### config.mk
export PLATFORM = sky130hd
export DESIGN_NAME = fp_addsub_sequencer_flat
export DESIGN_NICKNAME = d
export VERILOG_FILES = /design/src/rtl/fp_addsub_sequencer_if.sv /design/src/rtl/fp_addsub_sequencer.sv /design/src/flat_wrapper.sv
export SDC_FILE = /design/constraint.sdc
export NUM_CORES = 1
export LEC_CHECK = 0
export BUFFER_PORTS_ARGS = -buffer_cell sky130_fd_sc_hd__buf_4
export CAP_MARGIN = 20
export CORE_UTILIZATION = 60
export DETAILED_ROUTE_END_ITERATION = 6
export GPL_TIMING_DRIVEN = 0
export HOLD_SLACK_MARGIN = 0.06
export PLACE_DENSITY = 0.8
export SETUP_SLACK_MARGIN = 0.4
export SLEW_MARGIN = 20
export SYNTH_ARGS = -nofsm -noshare
export SYNTH_HDL_FRONTEND = slang
export SYNTH_SLANG_ARGS = --single-unit
### constraint.sdc
create_clock -name clk_in -period 7.8 [get_ports clk_in]
set_input_delay 1.17 -clock clk_in [delete_from_list [all_inputs] [get_ports clk_in]]
set_output_delay 1.17 -clock clk_in [all_outputs]
set_load 0.05 [all_outputs]
### src/rtl/fp_addsub_sequencer_if.sv
// Operand request / result handshake bundle for fp_addsub_sequencer.
// The slave modport is the sequencer side; the master modport is the requester/consumer side.
interface fp_addsub_sequencer_if #(
    parameter int DATA_WIDTH = 32
);
    logic                  in_valid_in;
    logic                  in_ready_out;
    logic [DATA_WIDTH-1:0] floating1_in;
    logic [DATA_WIDTH-1:0] floating2_in;
    logic                  opcode_in;
    logic                  out_valid_out;
    logic                  out_ready_in;
    logic [DATA_WIDTH-1:0] floating_result_out;
    logic                  busy_out;

    modport slave (
        input  in_valid_in, floating1_in, floating2_in, opcode_in, out_ready_in,
        output in_ready_out, out_valid_out, floating_result_out, busy_out
    );

    modport master (
        output in_valid_in, floating1_in, floating2_in, opcode_in, out_ready_in,
        input  in_ready_out, out_valid_out, floating_result_out, busy_out
    );
endinterface

### src/rtl/fp_addsub_sequencer.sv
// Iterative single-precision add/subtract: one shared datapath stepped through CMP, ALIGN, ADD, NORM.
// Define FP_SPECIAL_CASE_EN to short-circuit Inf/NaN operands straight from CMP to DONE.
module fp_addsub_sequencer #(
    parameter int DATA_WIDTH = 32,
    parameter int MENT_WIDTH = 23,
    parameter int EXPO_WIDTH = 8
) (
    input  logic                     clk_in,
    input  logic                     rst_n_in,
    fp_addsub_sequencer_if.slave     bus
);
    localparam int MW = MENT_WIDTH + 1;
    localparam int SW = MENT_WIDTH + 2;
    localparam int EW = EXPO_WIDTH + 1;
    localparam logic [EW-1:0] EXP_ONES  = {1'b0, {EXPO_WIDTH{1'b1}}};
    localparam logic [EW-1:0] SHIFT_MAX = EW'(MENT_WIDTH + 1);

    typedef enum logic [2:0] {IDLE, CMP, ALIGN, ADD, NORM, DONE} state_t;
    state_t state, state_next;

    logic [DATA_WIDTH-1:0] a_r, b_r, result_r;
    logic                  op_r;
    logic                  sign_r, sub_r;
    logic [EW-1:0]         exp_r, shift_r;
    logic [MW-1:0]         mx_r, my_r;
    logic [SW-1:0]         sum_r;

    function automatic logic [DATA_WIDTH-1:0] pack(input logic s,
                                                    input logic [EXPO_WIDTH-1:0] e,
                                                    input logic [MENT_WIDTH-1:0] m);
        return {s, e, m};
    endfunction

    function automatic logic [DATA_WIDTH-1:0] sat_inf(input logic s);
        return {s, {EXPO_WIDTH{1'b1}}, {MENT_WIDTH{1'b0}}};
    endfunction

    // Operand decode: a zero exponent field means the value is zero
    logic [EXPO_WIDTH-1:0] ea, eb, ex, ey;
    logic [MW-1:0]         ma, mb, mx, my;
    logic                  sa, sb, sx, sy, a_ge_b, far;
    logic [EW-1:0]         diff;

    assign ea     = a_r[DATA_WIDTH-2 -: EXPO_WIDTH];
    assign eb     = b_r[DATA_WIDTH-2 -: EXPO_WIDTH];
    assign ma     = (ea == '0) ? '0 : {1'b1, a_r[MENT_WIDTH-1:0]};
    assign mb     = (eb == '0) ? '0 : {1'b1, b_r[MENT_WIDTH-1:0]};
    assign sa     = a_r[DATA_WIDTH-1];
    assign sb     = b_r[DATA_WIDTH-1] ^ op_r;
    assign a_ge_b = {ea, ma} >= {eb, mb};
    assign ex     = a_ge_b ? ea : eb;
    assign ey     = a_ge_b ? eb : ea;
    assign mx     = a_ge_b ? ma : mb;
    assign my     = a_ge_b ? mb : ma;
    assign sx     = a_ge_b ? sa : sb;
    assign sy     = a_ge_b ? sb : sa;
    assign diff   = {1'b0, ex} - {1'b0, ey};
    assign far    = diff > SHIFT_MAX;

    logic          sum_zero, carry, lead;
    logic [EW-1:0] exp_inc, exp_dec;

    assign sum_zero = (sum_r == '0);
    assign carry    = sum_r[SW-1];
    assign lead     = sum_r[MENT_WIDTH];
    assign exp_inc  = exp_r + EW'(1);
    assign exp_dec  = exp_r - EW'(1);

    logic special;
`ifdef FP_SPECIAL_CASE_EN
    logic                  a_inf, b_inf, a_nan, b_nan;
    logic [DATA_WIDTH-1:0] special_result;

    assign a_inf   = (ea == {EXPO_WIDTH{1'b1}}) && (a_r[MENT_WIDTH-1:0] == '0);
    assign b_inf   = (eb == {EXPO_WIDTH{1'b1}}) && (b_r[MENT_WIDTH-1:0] == '0);
    assign a_nan   = (ea == {EXPO_WIDTH{1'b1}}) && (a_r[MENT_WIDTH-1:0] != '0);
    assign b_nan   = (eb == {EXPO_WIDTH{1'b1}}) && (b_r[MENT_WIDTH-1:0] != '0);
    assign special = a_inf || b_inf || a_nan || b_nan;

    always_comb begin
        special_result = '0;
        if (a_nan || b_nan || (a_inf && b_inf && (sa != sb)))
            special_result = {1'b0, {EXPO_WIDTH{1'b1}}, 1'b1, {(MENT_WIDTH-1){1'b0}}};
        else if (a_inf)
            special_result = sat_inf(sa);
        else
            special_result = sat_inf(sb);
    end
`else
    assign special = 1'b0;
`endif

    always_ff @(posedge clk_in) begin
        if (!rst_n_in) state <= IDLE;
        else           state <= state_next;
    end

    always_comb begin
        state_next = state;
        bus.in_ready_out  = 1'b0;
        bus.out_valid_out = 1'b0;
        bus.busy_out      = 1'b1;
        case (state)
            IDLE: begin
                bus.in_ready_out = 1'b1;
                bus.busy_out     = 1'b0;
                if (bus.in_valid_in) state_next = CMP;
            end
            CMP:   state_next = special ? DONE : ALIGN;
            ALIGN: if (shift_r == '0) state_next = ADD;
            ADD:   state_next = NORM;
            NORM:  if (sum_zero || carry || lead || exp_dec == '0) state_next = DONE;
            DONE: begin
                bus.out_valid_out = 1'b1;
                if (bus.out_ready_in) state_next = IDLE;
            end
            default: state_next = IDLE;
        endcase
    end

    always_ff @(posedge clk_in) begin
        if (!rst_n_in) begin
            a_r      <= '0;
            b_r      <= '0;
            op_r     <= 1'b0;
            sign_r   <= 1'b0;
            sub_r    <= 1'b0;
            exp_r    <= '0;
            shift_r  <= '0;
            mx_r     <= '0;
            my_r     <= '0;
            sum_r    <= '0;
            result_r <= '0;
        end else begin
            case (state)
                IDLE: if (bus.in_valid_in) begin
                    a_r  <= bus.floating1_in;
                    b_r  <= bus.floating2_in;
                    op_r <= bus.opcode_in;
                end
                CMP: begin
`ifdef FP_SPECIAL_CASE_EN
                    if (special) result_r <= special_result;
`endif
                    sign_r <= sx;
                    sub_r  <= sx ^ sy;
                    exp_r  <= {1'b0, ex};
                    mx_r   <= mx;
                    // Y too small to reach any kept bit: drop it and skip alignment
                    my_r    <= far ? '0 : my;
                    shift_r <= far ? '0 : diff;
                end
                ALIGN: if (shift_r != '0) begin
                    my_r    <= my_r >> 1;
                    shift_r <= shift_r - EW'(1);
                end
                ADD: sum_r <= sub_r ? ({1'b0, mx_r} - {1'b0, my_r}) : ({1'b0, mx_r} + {1'b0, my_r});
                NORM: begin
                    if (sum_zero)
                        result_r <= '0;
                    else if (carry)
                        result_r <= (exp_inc >= EXP_ONES) ? sat_inf(sign_r)
                                  : pack(sign_r, exp_inc[EXPO_WIDTH-1:0], sum_r[MENT_WIDTH:1]);
                    else if (lead)
                        result_r <= pack(sign_r, exp_r[EXPO_WIDTH-1:0], sum_r[MENT_WIDTH-1:0]);
                    else if (exp_dec == '0)
                        result_r <= pack(sign_r, '0, '0);
                    else begin
                        sum_r <= sum_r << 1;
                        exp_r <= exp_dec;
                    end
                end
                default: ;
            endcase
        end
    end

    assign bus.floating_result_out = result_r;
endmodule

### src/flat_wrapper.sv
// flat-port wrapper written by rule: the top's interface ports become plain ports
module fp_addsub_sequencer_flat 
#(
    parameter int DATA_WIDTH = 32,
    parameter int MENT_WIDTH = 23,
    parameter int EXPO_WIDTH = 8
)
  (clk_in, rst_n_in, bus_in_valid_in, bus_floating1_in, bus_floating2_in, bus_opcode_in, bus_out_ready_in, bus_in_ready_out, bus_out_valid_out, bus_floating_result_out, bus_busy_out);
  fp_addsub_sequencer_if #(.DATA_WIDTH(DATA_WIDTH)) bus_i ();
  input  logic clk_in;
  input  logic rst_n_in;
  input wire logic [$bits(bus_i.in_valid_in)-1:0] bus_in_valid_in;
  input wire logic [$bits(bus_i.floating1_in)-1:0] bus_floating1_in;
  input wire logic [$bits(bus_i.floating2_in)-1:0] bus_floating2_in;
  input wire logic [$bits(bus_i.opcode_in)-1:0] bus_opcode_in;
  input wire logic [$bits(bus_i.out_ready_in)-1:0] bus_out_ready_in;
  output wire logic [$bits(bus_i.in_ready_out)-1:0] bus_in_ready_out;
  output wire logic [$bits(bus_i.out_valid_out)-1:0] bus_out_valid_out;
  output wire logic [$bits(bus_i.floating_result_out)-1:0] bus_floating_result_out;
  output wire logic [$bits(bus_i.busy_out)-1:0] bus_busy_out;
  assign bus_i.in_valid_in = bus_in_valid_in;
  assign bus_i.floating1_in = bus_floating1_in;
  assign bus_i.floating2_in = bus_floating2_in;
  assign bus_i.opcode_in = bus_opcode_in;
  assign bus_i.out_ready_in = bus_out_ready_in;
  assign bus_in_ready_out = bus_i.in_ready_out;
  assign bus_out_valid_out = bus_i.out_valid_out;
  assign bus_floating_result_out = bus_i.floating_result_out;
  assign bus_busy_out = bus_i.busy_out;
  fp_addsub_sequencer #(.DATA_WIDTH(DATA_WIDTH), .MENT_WIDTH(MENT_WIDTH), .EXPO_WIDTH(EXPO_WIDTH)) u_core (.clk_in(clk_in), .rst_n_in(rst_n_in), .bus(bus_i));
endmodule
==> run_results.csv, run 1 <==
group,metric,value,unit
status,outcome,"complete, no violations",
hold_path,hold_depth,2,
placement,dp_cells,1913,
clock_network,cts_sinks,193,
setup_path,setup.worst_path.class,"reg2reg",
pwr,clockPowerShare,14.5,%
hold_path,holdCritStartpoint,"u_core.a_r[13]",
cells_and_area,drive_above_1_share,10.7,%
pwr,power_density,439,mW/mm^2
flow_run,maxCapViolCount,0,
logic_synthesis,synth-async-reset-ratio,0,%
clock_network,clockBufferDepth,2,
routing,ant_nets,0,
timing,post-route-period-util,74.2,%
floorplan,start_util,61.4,%
clock_network,root_buffer,"clkbuf_16",
floorplan,fp.dieW,143,um
clock_network,htreeDepth,4,
setup_path,slowest_delay,0.63,ns
grt,grt_pass1_wl,52200,um
hold_path,hold_class,"reg2reg",
pwr,p_int,3.10,mW
placement,place_congestion,0.955,
routing,via_per_inst,5.94,
placement,dpl_worst_slack,2.09,ns
floorplan,die-area,0.0205,mm^2
cells_and_area,fillCellCount,1639,
routing,drc,0,
setup_path,reg2reg_from,"u_core.a_r[27]",
placement,place_hpwl,25700,um
grt,overflow,0,
clock_network,clkTransAtPathRegs,0.08,ns
logic_synthesis,ys_top_cells_by_area,"dfxtp_1, a21oi_1, nand2_1",
timing,clock.fmax,173,MHz
floorplan,rows,51,
floorplan,fp.coreArea,0.0195,mm^2
routing,drtIter0Drc,954,
timing,worst_slack,2.01,ns
setup_path,end_kind,"register",
pwr,ir_worst_vdd,0.226,mV
setup_path,cp_cell_sequence,"nor4_1 -> nand2_1 -> clkbuf_1 -> and2_1 -> ha_1 -> a211o_1 -> a31oi_1 -> o21ai_0 -> a211oi_2 -> o21a_1 -> clkbuf_8 -> o22ai_1 -> inv_1 -> ha_1 -> inv_1 -> a31oi_1 -> nor2_1 -> xnor2_1 -> a311oi_2 -> o2111ai_4 -> buf_6 -> o21ai_2 -> o211a_1",
timing,setup_tns,0,ns
floorplan,io_pins,104,
setup_path,cp_max_fo,10,
logic_synthesis,yosys.area.top_type,"dfxtp_1",
logic_synthesis,yosysWarnings,0,
clock_network,ctsResizeCount,0,
timing,hold_violations,0,
timing,final_max_slew_viol_count,0,
timing,setup_viol,0,
logic_synthesis,synth_top_area_share,32.4,%
setup_path,crit_required,8.19,ns
cells_and_area,final_common_cell,"nand2_1",
routing,wire_per_inst,17.0,um
clock_network,numCtsBuffers,17,
clock_network,cts_setup_buffers,0,
setup_path,rrSetupSlack,2.01,ns
timing,finalClockSkew,0.0117,ns
logic_synthesis,synthFlopType,"dfxtp_1",
timing,post-route-min-period,5.79,ns
logic_synthesis,synth_edf_count,0,
logic_synthesis,ys_ff_latch,193,
pwr,swShare,48.1,%
grt,grt_pass1_vias,10400,
logic_synthesis,yosysSeqAreaShare,32.4,%
clock_network,cts_hold_buffers,0,
setup_path,start_kind,"register",
cells_and_area,antenna-diode-count,0,
pwr,p_leak,5.69,nW
setup_path,reg2reg_to,"u_core.my_r[20]",
cells_and_area,layout.nets,1800,
logic_synthesis,ys_types,80,
setup_path,cp_slowest_cell,"a211oi_2",
pwr,seq_power_share,23.7,%
placement,portBuffers,102,
grt,grt_max_degree,20,
logic_synthesis,syn-num-nets,1678,
grt,antenna_found_initial,0,
floorplan,die_h,143,um
logic_synthesis,syn_inst,1545,
routing,vias,11600,
cells_and_area,final_cell_mix,"nand2_1, dfxtp_1, a21oi_1, nor2_1, buf_4",
cells_and_area,finalNonFillerCells,1945,
logic_synthesis,syn_avg_cell_area,7.73,um^2
timing,rsz0062_at_grt,"false",
routing,drtPass1Iterations,5,
setup_path,cp.arrival,6.18,ns
setup_path,r2r_cells,23,
hold_path,hold_end,"u_core.a_r[13]",
logic_synthesis,syn-cell-area,0.0119,mm^2
pwr,combPwrFrac,61.8,%
cells_and_area,area_growth,14.1,%
routing,wirelength,33100,um
grt,track_usage,32.7,%
clock_network,clock_latency,0.45,ns
timing,worst_pin_slew,0.979,ns
clock_network,cts_tree,"built",
timing,max-slew-margin-rel,34.6,%
pwr,p_sw,2.87,mW
[metal layers]
layer	vias to the layer above	track usage, %	wire, um	part of all wire (%)
met5	-	0	0	0
met4	0	11.3	825	2.5
met3	62	4.46	1930	5.8
met2	399	55.2	15600	47
met1	5347	42.5	14800	45
li1	5752	-	-	-
[cell usage after synthesis (29+ instances only)]
master / instances
xnor2_1: 42
a21oi_1: 182
nand2_1: 232
and2_1: 30
o21ai_0: 64
dfxtp_1: 193
clkbuf_1: 85
a21boi_0: 31
o211ai_1: 38
ha_1: 63
nor2_1: 165
o211a_1: 50
inv_1: 37
mux2i_1: 29
[kinds of logic after synthesis]
family / Yosys count / share of synthesized area [%]
AO/OA/AOI/OAI: 480 / 27.0
adder cells (fa/ha/maj): 64 / 6.77
AND/OR/NAND/NOR: 580 / 22.1
flip-flops: 193 / 32.4
multiplexers: 29 / 2.43
XOR/XNOR: 53 / 3.89
buffers and inverters: 146 / 5.50
[power by group through the flow]
| stage | sequential, mW | clock [mW] | combinational [mW] |
|---|---|---|---|
| final | 1.42 | 0.867 | 3.69 |
| after global routing | 1.44 | 0.920 | 4.04 |
| after CTS | 1.41 | 0.869 | 3.64 |
| after detailed placement | 1.43 | 0 | 3.60 |
| after global placement | 1.42 | 0 | 3.53 |
| after floorplan | 1.37 | 0 | 2.83 |
[worst max-delay path by stage]
stage | from | endpoint | slack, ns
after floorplan | u_core.a_r[27] | u_core.my_r[15] | 3.24
after detailed placement | u_core.a_r[27] | u_core.my_r[20] | 2.09
final | u_core.a_r[27] | u_core.my_r[20] | 2.01
after global routing | u_core.a_r[27] | u_core.my_r[20] | 1.59
after CTS | u_core.a_r[27] | u_core.my_r[20] | 2.05
after global placement | u_core.a_r[27] | u_core.my_r[17] | 2.16
[through the flow]
stage,utilization [%],cell area [um^2],hold slack (ns),power (mW)
final,70.0,13600,0.454,5.97
after global routing,70.0,13600,0.474,6.40
after CTS,70.0,13600,0.453,5.92
after detailed placement,67.1,13100,0.443,5.03
after global placement,67.0,13000,0.440,4.95
after floorplan,-,11900,0.432,4.19
[state kept, by name, summed over array words and instances (netlist names), 3 cells and up]
signal	flops
u_core.exp_r	9
u_core.state	3
u_core.b_r	32
u_core.a_r	32
u_core.shift_r	9
u_core.mx_r	24
u_core.my_r	24
u_core.bus.floating_result_out	32
u_core.sum_r	25
[critical path: cells and delay by family (launching register included)]
family	cells	cell delay, ns
flops	1	0.39
compound gates	11	2.88
buf+inv	5	0.84
simple gates	4	0.97
fa+ha+maj	2	0.45
xor+xnor	1	0.17
[area by class of cell]
cell class / count / area [um^2] / share of cell area (%)
repair buffers: 103 / 773 / 5.68
multi-input cells: 1206 / 7420 / 54.5
well taps: 265 / 332 / 2.43
plain buffers: 108 / 514 / 3.78
flip-flops and latches: 193 / 3860 / 28.4
clock buffers: 17 / 425 / 3.12
clock inverters: 15 / 145 / 1.07
inverters: 38 / 143 / 1.05
(Power assumes the default switching activity.)
==> run 2, diff against run 1 <==
--- a/config.mk
+++ b/config.mk
@@ -5,13 +5,14 @@
 export SDC_FILE = /design/constraint.sdc
 export NUM_CORES = 1
 export LEC_CHECK = 0
+export ABC_AREA = 1
 export BUFFER_PORTS_ARGS = -buffer_cell sky130_fd_sc_hd__buf_4
 export CAP_MARGIN = 20
-export CORE_UTILIZATION = 60
+export CORE_UTILIZATION = 55
 export DETAILED_ROUTE_END_ITERATION = 6
 export GPL_TIMING_DRIVEN = 0
 export HOLD_SLACK_MARGIN = 0.06
-export PLACE_DENSITY = 0.8
+export PLACE_DENSITY = 0.77
 export SETUP_SLACK_MARGIN = 0.4
 export SLEW_MARGIN = 20
 export SYNTH_ARGS = -nofsm -noshare
==> constraint.sdc (replaced) <==
create_clock -name clk_in -period 5.3 [get_ports clk_in]
set_input_delay 0.795 -clock clk_in [delete_from_list [all_inputs] [get_ports clk_in]]
set_output_delay 0.795 -clock clk_in [all_outputs]
set_load 0.05 [all_outputs]
==> run 2 against run 1 <==
  * Clock skew rose by 0.0046 ns
  * Synthesized area grew 0.65%
  * Final cell count increased by 13%
  * Via count grew 11%
  * Critical endpoint is now u_core.my_r[16]
==> run_results.csv, run 2 <==
group,metric,value,unit
clock_network,cts_hold_buffers,0,
setup_path,slowest_delay,0.32,ns
placement,place_congestion,0.966,
setup_path,critPathBufInv,7,
grt,grt_max_degree,21,
routing,drtIter0Drc,1202,
floorplan,io_pins,104,
setup_path,cp.arrival,5.04,ns
setup_path,r2r_cells,29,
clock_network,clockBufferDepth,2,
setup_path,cp_slowest_cell,"dfxtp_1",
logic_synthesis,synth-async-reset-ratio,0,%
logic_synthesis,yosysSeqAreaShare,32.1,%
setup_path,reg2reg_to,"u_core.my_r[16]",
floorplan,fp.coreArea,0.0212,mm^2
grt,grt_pass1_wl,60000,um
logic_synthesis,syn-cell-area,0.0120,mm^2
status,outcome,"complete, no violations",
grt,overflow,0,
grt,grt_pass1_vias,11600,
timing,post-route-period-util,88.0,%
routing,vias,12900,
clock_network,clkTransAtPathRegs,0.08,ns
logic_synthesis,ys_top_cells_by_area,"dfxtp_1, a21oi_1, nand2_1",
floorplan,fp.dieW,150,um
cells_and_area,area_growth,14.4,%
logic_synthesis,ys_ff_latch,193,
timing,rsz0062_at_grt,"false",
hold_path,hold_end,"u_core.shift_r[8]",
clock_network,root_buffer,"clkbuf_16",
setup_path,start_kind,"register",
timing,setup_viol,0,
setup_path,cp_top_family,"simple AND/OR/NAND/NOR gates",
setup_path,cp_common_cell,"nand2_1",
cells_and_area,final_cell_mix,"nand2_1, a21oi_1, inv_1, dfxtp_1, o21ai_0",
logic_synthesis,synthFlopType,"dfxtp_1",
logic_synthesis,yosysWarnings,0,
routing,via_per_inst,5.88,
timing,post-route-min-period,4.66,ns
timing,hold_violations,0,
logic_synthesis,synth.most_common_cell,"nand2_1",
timing,max-slew-margin-rel,52.2,%
logic_synthesis,synthTopCellsByCount,"nand2_1, a21oi_1, inv_1, dfxtp_1, o21ai_0",
setup_path,rrSetupSlack,0.64,ns
logic_synthesis,syn-num-nets,1911,
setup_path,crit_required,5.67,ns
routing,ant_nets,0,
clock_network,cts_tree,"built",
setup_path,setup.worst_path.class,"reg2reg",
flow_run,maxCapViolCount,0,
cells_and_area,fillCellCount,1947,
routing,drc,0,
cells_and_area,finalNonFillerCells,2189,
setup_path,cp_max_fo,10,
logic_synthesis,synth_edf_count,0,
grt,antenna_found_initial,0,
clock_network,cts_sinks,193,
timing,holdWs,0.448,ns
routing,wirelength,39000,um
hold_path,hold_depth,2,
timing,final_max_slew_viol_count,0,
clock_network,clock_latency,0.46,ns
logic_synthesis,syn_avg_cell_area,6.76,um^2
cells_and_area,drive_above_1_share,9.35,%
routing,wire_per_inst,17.8,um
clock_network,htreeDepth,4,
logic_synthesis,ys_types,50,
routing,drtPass1Iterations,5,
cells_and_area,final_common_cell,"nand2_1",
floorplan,die-area,0.0224,mm^2
hold_path,holdCritStartpoint,"u_core.shift_r[8]",
placement,dp_cells,2155,
floorplan,rows,53,
setup_path,end_kind,"register",
timing,worst_pin_slew,0.711,ns
floorplan,die_h,150,um
logic_synthesis,syn_inst,1778,
timing,clock.fmax,215,MHz
logic_synthesis,yosys.area.top_type,"dfxtp_1",
placement,portBuffers,102,
logic_synthesis,synth_top_area_share,32.1,%
placement,place_hpwl,30800,um
timing,finalClockSkew,0.0163,ns
timing,setup_tns,0,ns
cells_and_area,layout.nets,2034,
placement,placed_cell_area,0.0131,mm^2
grt,track_usage,34.7,%
hold_path,hold_class,"reg2reg",
clock_network,numCtsBuffers,17,
setup_path,reg2reg_from,"u_core.b_r[27]",
cells_and_area,antenna-diode-count,0,
floorplan,start_util,56.6,%
cells_and_area,design_area,0.0138,mm^2
## run 2: cell count changes in the layout (fill, tap and decap cells not counted), sizes merged, moves of 19 or more
cell,delta
o21ai,+101
nand2,+59
a21oi,+90
mux2i,-29
and2,-33
xnor2,-31
nor2,-25
xor2,+19
nand4,+40
nand3,+41
inv,+169
o211ai,+29
a21boi,-30
o211a,-50
## run 2: logic make-up (layout without fill, tap and decap cells)
family / Yosys count / after routing / synth area share (%)
and+or+nand+nor: 587 / 587 / 21.3
AOI/OAI and AO/OA: 576 / 576 / 26.6
buffers and inverters: 317 / 453 / 10.2
DFF: 193 / 193 / 32.1
adders and majority gates: 64 / 64 / 6.73
xor gates and xnor gates: 41 / 41 / 2.99
## run 2: what timing repair did
| action | 4_1_cts | 5_1_grt |
|---|---|---|
| setup buffers | 0 | 2 |
| endpoints found under the setup margin | 5 | 29 |
| gates resized for setup | 1 | 12 |
| pin swaps | 0 | 2 |
## run 2: final cells by class
class                      instances  area [um^2]  area share (%)
buffer                           107          448            3.26
clock buffer                      17          425            3.09
clock inverter                    15          159            1.16
inverter                         210          788            5.73
multi-input combinational       1268         6940            50.5
sequential                       193         3860            28.1
tap                              275          344            2.50
timing repair buffer             104          781            5.68
## run 2: worst reg2reg max path: cells and delay by family, from the launching register on
kind | cells | cell delay (ns)
and+or+nand+nor | 18 | 2.30
buffers and inverters | 7 | 1.15
DFF | 1 | 0.32
AOI/OAI and AO/OA | 2 | 0.37
adders and majority gates | 2 | 0.45
## run 2: worst max path at each step
stage                           end      startpoint  slack, ns  cells after the start
floorplan           u_core.my_r[23]  u_core.a_r[24]       1.65                     29
global placement    u_core.my_r[15]  u_core.a_r[27]       0.44                     31
detailed placement  u_core.my_r[14]  u_core.a_r[27]       0.42                     31
CTS                 u_core.my_r[14]  u_core.b_r[27]       0.50                     30
global route        u_core.my_r[16]  u_core.b_r[27]       0.39                     29
finish              u_core.my_r[16]  u_core.b_r[27]       0.64                     29
## run 2: through the flow
step	setup slack [ns]	util [%]
5_1_grt	0.394	64.8
2_1_floorplan	1.65	-
3_5_place_dp	0.423	61.9
4_1_cts	0.496	64.6
6_report	0.638	64.8
3_3_place_gp	0.440	61.9
## run 2: routing by layer
metal,vias to the layer above,part of all wire [%],global-route usage (%)
li1,6304,-,-
met1,5964,44,45.3
met3,95,6.5,5.09
met5,-,0,0
met2,511,45,55.2
met4,0,4.6,18.0
Power of run 2 is left out: the tool's default activity adds up to more than one toggle a clock period on the data nets, which glitch-free logic cannot reach.
